## src/rtl/vend_pkg.sv

```systemverilog
// Shared types and constants for the vending controller slice.
// Money is counted in half-yuan units throughout.
package vend_pkg;

    localparam int MONEY_W = 8;

    localparam logic [MONEY_W-1:0] ONE_YUAN = 8'd2;
    localparam logic [MONEY_W-1:0] TEN_YUAN = 8'd20;

    localparam logic [MONEY_W-1:0] PRICE0_DEF = 8'd5;
    localparam logic [MONEY_W-1:0] PRICE1_DEF = 8'd7;
    localparam logic [MONEY_W-1:0] PRICE2_DEF = 8'd10;
    localparam logic [MONEY_W-1:0] PRICE3_DEF = TEN_YUAN + (TEN_YUAN >> 1);

    typedef enum logic [2:0] {
        S_IDLE,
        S_LOCK,
        S_CHECK,
        S_VEND,
        S_CHANGE,
        S_CLEAR
    } state_t;

    // Amount paid out by the next change pulse: a whole yuan when possible.
    function automatic logic [MONEY_W-1:0] coin_value(input logic [MONEY_W-1:0] rem);
        if (rem >= ONE_YUAN) begin
            return ONE_YUAN;
        end
        return rem;
    endfunction

endpackage

```

## src/rtl/vend_change_gen.sv

```systemverilog
// Change payout pacer: loads an amount, then alternates one coin-pulse cycle
// with one gap cycle until the amount is exhausted, flagging done in the final gap.
module vend_change_gen
    import vend_pkg::*;
(
    input  logic               clk,
    input  logic               rst_n,
    input  logic               load,
    input  logic [MONEY_W-1:0] load_val,
    input  logic               run,
    output logic               chg_one,
    output logic               chg_half,
    output logic               done
);

    logic [MONEY_W-1:0] rem;
    logic               gap;
    logic [MONEY_W-1:0] src;
    logic               fire;

    // The load edge already registers the first pulse, so no dead cycle on entry.
    always_comb begin
        src  = load ? load_val : rem;
        fire = load || (run && gap && (rem != '0));
    end

    assign done = run && gap && (rem == '0);

    always_ff @(posedge clk or negedge rst_n) begin
        if (!rst_n) begin
            rem      <= '0;
            gap      <= 1'b0;
            chg_one  <= 1'b0;
            chg_half <= 1'b0;
        end else if (fire) begin
            rem      <= src - coin_value(src);
            gap      <= 1'b0;
            chg_one  <= (src >= ONE_YUAN);
            chg_half <= (src == 8'd1);
        end else begin
            gap      <= run;
            chg_one  <= 1'b0;
            chg_half <= 1'b0;
        end
    end

endmodule

```

## src/rtl/vend_controller.sv

```systemverilog
// Purchase/refund sequencer above the coin accumulator: lock, price check, vend, change, clear.
// Optional idle auto-refund is compiled in with `define VEND_TIMEOUT_EN.
module vend_controller
    import vend_pkg::*;
#(
    parameter logic [MONEY_W-1:0] PRICE0  = PRICE0_DEF,
    parameter logic [MONEY_W-1:0] PRICE1  = PRICE1_DEF,
    parameter logic [MONEY_W-1:0] PRICE2  = PRICE2_DEF,
    parameter logic [MONEY_W-1:0] PRICE3  = PRICE3_DEF,
    parameter int                 TIMEOUT = 1000
)(
    input  logic               clk,
    input  logic               rst_n,
    input  logic [MONEY_W-1:0] moneyv,
    input  logic               sel_valid,
    input  logic [1:0]         sel_item,
    input  logic               cancel,
    input  logic               vend_ack,
    output logic               acc_lock,
    output logic               acc_clr,
    output logic               vend_pulse,
    output logic [1:0]         vend_item,
    output logic               chg_one,
    output logic               chg_half,
    output logic               short_pulse,
    output logic               busy,
    output state_t             dbg_state
);

    state_t             state, next;
    logic [MONEY_W-1:0] rem, rem_n;
    logic [1:0]         item, item_n;
    logic [MONEY_W-1:0] price;
    logic               refund_req;
    logic               short_n;
    logic               chg_load;
    logic [MONEY_W-1:0] chg_val;
    logic               chg_done;
    logic               tmo_hit;

    assign dbg_state = state;

    always_comb begin
        case (item)
            2'd0:    price = PRICE0;
            2'd1:    price = PRICE1;
            2'd2:    price = PRICE2;
            default: price = PRICE3;
        endcase
    end

`ifdef VEND_TIMEOUT_EN
    localparam int TMO_W = $clog2(TIMEOUT + 1);

    logic [TMO_W-1:0]   tmo_cnt;
    logic [MONEY_W-1:0] money_prev;

    assign tmo_hit = (tmo_cnt == TMO_W'(TIMEOUT));

    // Counts only undisturbed idle cycles holding credit; any activity restarts it.
    always_ff @(posedge clk or negedge rst_n) begin
        if (!rst_n) begin
            tmo_cnt    <= '0;
            money_prev <= '0;
        end else begin
            money_prev <= moneyv;
            if (state != S_IDLE || moneyv == '0 || moneyv != money_prev ||
                sel_valid || cancel || tmo_hit) begin
                tmo_cnt <= '0;
            end else begin
                tmo_cnt <= tmo_cnt + 1'b1;
            end
        end
    end
`else
    logic unused_timeout;
    assign unused_timeout = (TIMEOUT != 0);
    assign tmo_hit        = 1'b0;
`endif

    assign refund_req = (cancel || tmo_hit) && (moneyv != '0);

    // Handshake: vend_pulse/vend_item stay asserted until vend_ack is sampled high
    // on a rising edge; vend_pulse falls in the following cycle.
    always_comb begin
        next     = state;
        rem_n    = rem;
        item_n   = item;
        short_n  = 1'b0;
        chg_load = 1'b0;
        chg_val  = rem;
        case (state)
            S_IDLE: begin
                if (refund_req) begin
                    rem_n    = moneyv;
                    chg_val  = moneyv;
                    chg_load = 1'b1;
                    next     = S_CHANGE;
                end else if (sel_valid) begin
                    item_n = sel_item;
                    next   = S_LOCK;
                end
            end
            S_LOCK:  next = S_CHECK;
            S_CHECK: begin
                if (moneyv >= price) begin
                    rem_n = moneyv - price;
                    next  = S_VEND;
                end else begin
                    short_n = 1'b1;
                    next    = S_IDLE;
                end
            end
            S_VEND: begin
                if (vend_ack) begin
                    if (rem == '0) begin
                        next = S_CLEAR;
                    end else begin
                        chg_load = 1'b1;
                        next     = S_CHANGE;
                    end
                end
            end
            S_CHANGE: begin
                if (chg_done) begin
                    next = S_CLEAR;
                end
            end
            S_CLEAR: begin
                rem_n = '0;
                next  = S_IDLE;
            end
            default: next = S_IDLE;
        endcase
    end

    // Outputs are registered from the next state so they line up with the state they describe.
    always_ff @(posedge clk or negedge rst_n) begin
        if (!rst_n) begin
            state       <= S_IDLE;
            rem         <= '0;
            item        <= 2'd0;
            acc_lock    <= 1'b0;
            busy        <= 1'b0;
            acc_clr     <= 1'b0;
            vend_pulse  <= 1'b0;
            vend_item   <= 2'd0;
            short_pulse <= 1'b0;
        end else begin
            state       <= next;
            rem         <= rem_n;
            item        <= item_n;
            acc_lock    <= (next != S_IDLE);
            busy        <= (next != S_IDLE);
            acc_clr     <= (next == S_CLEAR);
            vend_pulse  <= (next == S_VEND);
            vend_item   <= (next == S_VEND) ? item_n : 2'd0;
            short_pulse <= short_n;
        end
    end

    vend_change_gen u_change (
        .clk      (clk),
        .rst_n    (rst_n),
        .load     (chg_load),
        .load_val (chg_val),
        .run      (state == S_CHANGE),
        .chg_one  (chg_one),
        .chg_half (chg_half),
        .done     (chg_done)
    );

endmodule

```

## config.mk

```make
export PLATFORM = sky130hd
export DESIGN_NAME = vend_controller
export DESIGN_NICKNAME = d
export VERILOG_FILES = /design/src/rtl/vend_pkg.sv /design/src/rtl/vend_change_gen.sv /design/src/rtl/vend_controller.sv
export SDC_FILE = /design/constraint.sdc
export NUM_CORES = 1
export LEC_CHECK = 0
export ABC_AREA = 1
export CAP_MARGIN = 20
export CORE_MARGIN = 2
export CORE_UTILIZATION = 40
export DETAILED_ROUTE_END_ITERATION = 7
export GPL_TIMING_DRIVEN = 0
export HOLD_SLACK_MARGIN = 0.05
export PLACE_DENSITY_LB_ADDON = 0.2
export SLEW_MARGIN = 25
export SYNTH_ARGS = -nofsm -noshare
export SYNTH_HDL_FRONTEND = slang
export SYNTH_SLANG_ARGS = --single-unit
```

## constraint.sdc

```tcl
create_clock -name clk -period 5.5 [get_ports clk]
set_input_delay 0.55 -clock clk [delete_from_list [all_inputs] [get_ports clk]]
set_output_delay 0.55 -clock clk [all_outputs]
set_load 0.01 [all_outputs]
```

Word-level counts from Yosys, hierarchy flattened
Cells that the tools add are included.
{ "word_totals": {"out_inout_bits": 12, "reg_bits": 30, "inputBits": 15, "wordCells": 72} }
{ "op_classes": {"reduce_logical": 14, "n_eq_ne": 11, "add_sub_neg": 2, "n_mux": 31, "magnitude_cmp": 2} }
{ "ops": {"columns": ["cell", "count"], "rows": [
  ["$mux 8", 7],
  ["$pmux 8 s3", 1],
  ["$logic_not 8->1", 2],
  ["$reduce_bool 8->1", 2],
  ["$sub 8x8->8", 2],
  ["$pmux 3 s5", 1],
  ["$pmux 5 s3", 1],
  ["$mux 3", 4],
  ["$mux 1", 11],
  ["$mux 2", 5],
  ["$eq 3x2->1 const B", 3],
  ["$eq 3x3->1 const B", 3],
  ["$eq 8x1->1 const B", 1],
  ["$ge 8x2->1 const B", 1],
  ["$ge 8x8->1", 1],
  ["$reduce_bool 3->1", 2],
  ["$logic_and 1x1->1", 4],
  ["$eq 3x1->1 const B", 1],
  ["$logic_not 3->1", 1],
  ["$eq 2x1->1 const B", 1],
  ["$eq 2x2->1 const B", 1],
  ["$logic_not 2->1", 1],
  ["$ne 2x2->1 const B", 1],
  ["$pmux 1 s2", 1],
  ["other kinds (2)", 2]
]} }

Longest topological paths before layout
{ "logic_depth": {"word_depth": 11, "mapped_depth": 20} }

Hierarchy
A second synthesis with hierarchy kept.
{ "unflattened": {"hier_cells": 338, "hier_area_um2": 2279.7} }
{ "modules_own_cells": {"columns": ["mod", "cells_each", "area_per_inst_um2", "seq_area_each_um2", "n_inst"], "rows": [
  ["vend_controller", 231, 1481.4, 475.5, 1],
  ["vend_change_gen", 107, 798.3, 275.3, 1]
]} }

Worst setup path before layout
Ideal clock, no wire load.
{ "synth_path": {"path_kind": "in2reg", "startpoint": "input moneyv[0]", "endpoint": "register rem[6]", "setup_time_ns": 0.126, "path_stages": 14, "slack_ns": 3.201, "arrival_time_ns": 2.173, "required_ns": 5.374, "path_cell_list": "inv_1 ha_1 inv_1 fa_1 a21oi_1 o21ai_1 nand2_1 and3_1 inv_1 nand2_1 nand3b_1 buf_2 nand2_1 o21ai_0"} }
{ "synth_between": {"elab_chain_len": 4} }
{ "synth_lines": {"columns": ["item", "line", "source"], "rows": [
  ["start: declaration", "vend_controller.sv:14", "input logic [MONEY_W-1:0] moneyv,"],
  ["parallel branches: the longest is 4 deep, another holds $sub 8x8->8", null, null],
  ["end signal: assignment", "vend_controller.sv:151", "rem <= rem_n;"],
  ["end: declaration", "vend_controller.sv:31", "logic [MONEY_W-1:0] rem, rem_n;"]
]} }
Parallel ways; which one is timed is not known. The select of a mux whose other input is x is not followed.
A chain may end at the register's enable or synchronous reset.

Worst setup path after layout
Ends and elaborated chain as after synthesis.

==> metrics.txt <==
starting density of the core 0.416; via/cell ratio 4.88; Port Buffers 25; post-synth cell types 38; most frequent cells after synthesis nand2_1 (78), inv_1 (39), dfrtp_1 (30); Synth area leaders dfrtp_1 (35%), nand2_1 (14%), inv_1 (6.9%), nand3_1 (4.7%), o21ai_0 (4.7%); final setup violation count 0; RSZ-0062 raised after global routing no; Leakage 1.28 nW; largest net degree at the start of global routing 29; vias in the first global route 1,828; Setup Crit Path Kind input port to register; diode count 0; Cells after Synth 296; min-delay worst type input port to asynchronous set/reset pin; CTS-repair resized insts 0; CTS clk-pin slew, worst paths 0.07 ns; nets 351; CP peak stage delay 0.41 ns; Final period util 0.522; FF-to-FF setup slack 2.96 ns; Syn Std Cell Area 2120 um^2; worst reg-to-reg path cell count 14; DRC 0; Die Area 5910 um^2; Post-DRT Antenna Nets 0; total grt overflow 0; post-synth top area share 0.354; crit path capture type register; fin cells 400; Worst Tran Pin Value 0.641 ns; Slowest-stage cell, CP fa_1; Core Area 5110 um^2; drt wl/cell 12.6 um; hold_buf cts 0; placed cell area 2480 um^2; drt total wl 5030 um; maximum fanout along the worst path 10; Setup TNS 0 ns; Top FF cell, synth dfrtp_1; WP data arrival 3.04 ns; clock skew 0.00589 ns; Area Growth Syn to Fin 20.9%; Slew Viols, Final 0; H-tree levels 2; Post-synth EDFFs 0; first-pass GRT wire length 8600 um; critical-path cell list clkdlybuf4s50_1 > inv_1 > ha_1 > inv_1 > fa_1 > a21oi_1 > o21ai_1 > nand2_1 > and3_1 > inv_1 > nand2_1 > nand3b_1 > buf_2 > nand2_1 > o21ai_0; pwr dens 492 nW/um^2; GR Util All Layers 0.184; Max-cap violations 0; fin area 2570 um^2; status finished clean; CTS Buffer Depth 2; worst skew pair latency 0.29 ns; Final Hold Fails 0; VDD IR max 0.282 mV; r2r endpoint rem[6]; row count 26; CTS tree yes; Die X 76.9 um; syn nets 318; CTS Sinks 30; Yosys reg bits 30; area leader, netlist dfrtp_1; # IOs 27; hpwl dp 3980 um; # Post-CTS Setup Buffers 0; most frequent cell after synthesis nand2_1; first drt pass iteration count 4; Max-Slew Margin vs Limit 0.569; share of cells above drive strength 1 0.148; Die Y 76.9 um; total power 1.26 mW; yosys warns 0; Peak Freq 348 MHz; placed insts 392; CP startpoint kind input port; post-route minimum period 2.87 ns; initial antenna violation count 0; routability cong. 0.831; initial DRC count 79; Avg Synthesized Cell Area 7.17 um^2; root buffer cell clkbuf_8; via count 1,951; TritonCTS buffer count 5; Req. time, crit path 5.67 ns; post-synthesis sequential area ratio 0.354; fraction of registers with async set/reset 1.00; Crit Reg-Reg Startpoint item[1]
critical path: cells and delay by family:
kind / cells / cell delay, ns
buffers and inverters: 5 / 0.89
AOI/OAI and AO/OA: 3 / 0.36
and+or+nand+nor: 5 / 0.65
adders and majority gates: 2 / 0.58
state kept, by name (all words and copies together) (netlist names), named ones only:
name / flops
u_change.gap: 1
vend_item: 2
short_pulse: 1
acc_clr: 1
busy: 1
u_change.rem: 8
rem: 7
dbg_state: 3
u_change.chg_one: 1
u_change.chg_half: 1
item: 2
vend_pulse: 1
kinds of logic after synthesis:
kind of cell,Yosys count,synth area share
and+or+nand+nor,169,0.402
AOI/OAI and AO/OA,38,0.0996
other,1,0.00177
buffers and inverters,50,0.0943
DFF,30,0.354
xor gates and xnor gates,1,0.00413
adders and majority gates,7,0.0448
layout by cell type, fill, tap and decap left out, drive strengths merged, types with 2 or more instances in the layout:
master,netlist,routed
nand2,88,88
inv,46,46
nor2,35,35
dfrtp,30,30
clkdlybuf4s50,0,24
nand3,24,24
o21ai,23,23
nand4,9,9
a21oi,8,8
clkbuf,0,7
ha,6,6
buf,4,6
nor3,6,6
o22ai,3,3
nand3b,2,2
nor4,2,2
how the worst max path moves through the flow:
stage | startpoint | to | slack, ns | depth (start not counted)
2_1_floorplan | moneyv[0] | rem[6] | 3.20 | 14
3_3_place_gp | moneyv[0] | rem[6] | 2.37 | 15
3_5_place_dp | moneyv[0] | rem[4] | 2.37 | 15
4_1_cts | moneyv[0] | rem[4] | 2.66 | 15
5_1_grt | moneyv[1] | u_change.rem[4] | 2.39 | 18
6_report | moneyv[0] | rem[6] | 2.63 | 15
layout make-up:
class,instances,area [um^2]
sequential,30,751
multi-input combinational,216,1170
fill,540,2540
inverter,46,175
clock buffer,7,86.3
timing repair buffer,26,265
buffer,4,25.0
clock inverter,1,5.00
tap,70,87.6
per-layer routing:
layer	track usage	up-vias	part of all wire
met1	0.250	886	0.50
met5	0	-	0
met3	0.0435	6	0.046
met4	0.0545	0	0.013
li1	-	1025	-
met2	0.290	34	0.44
stage by stage:
| stage | utilization | setup WS [ns] | hold WS [ns] |
|---|---|---|---|
| after floorplan | - | 3.20 | 0.254 |
| after global placement | 0.482 | 2.37 | 0.460 |
| after detailed placement | 0.485 | 2.37 | 0.362 |
| after CTS | 0.503 | 2.66 | 0.0559 |
| after global routing | 0.503 | 2.39 | 0.0570 |
| final | 0.503 | 2.63 | 0.0554 |
report_power, final:
| part | internal (mW) | total, mW | switching [mW] | leakage [nW] |
|---|---|---|---|---|
| combinational | 0.266 | 0.700 | 0.434 | 0.856 |
| sequential | 0.306 | 0.376 | 0.0700 | 0.380 |
| clock | 0.101 | 0.186 | 0.0851 | 0.0482 |
Note: power is estimated with default switching activity, not from simulation.
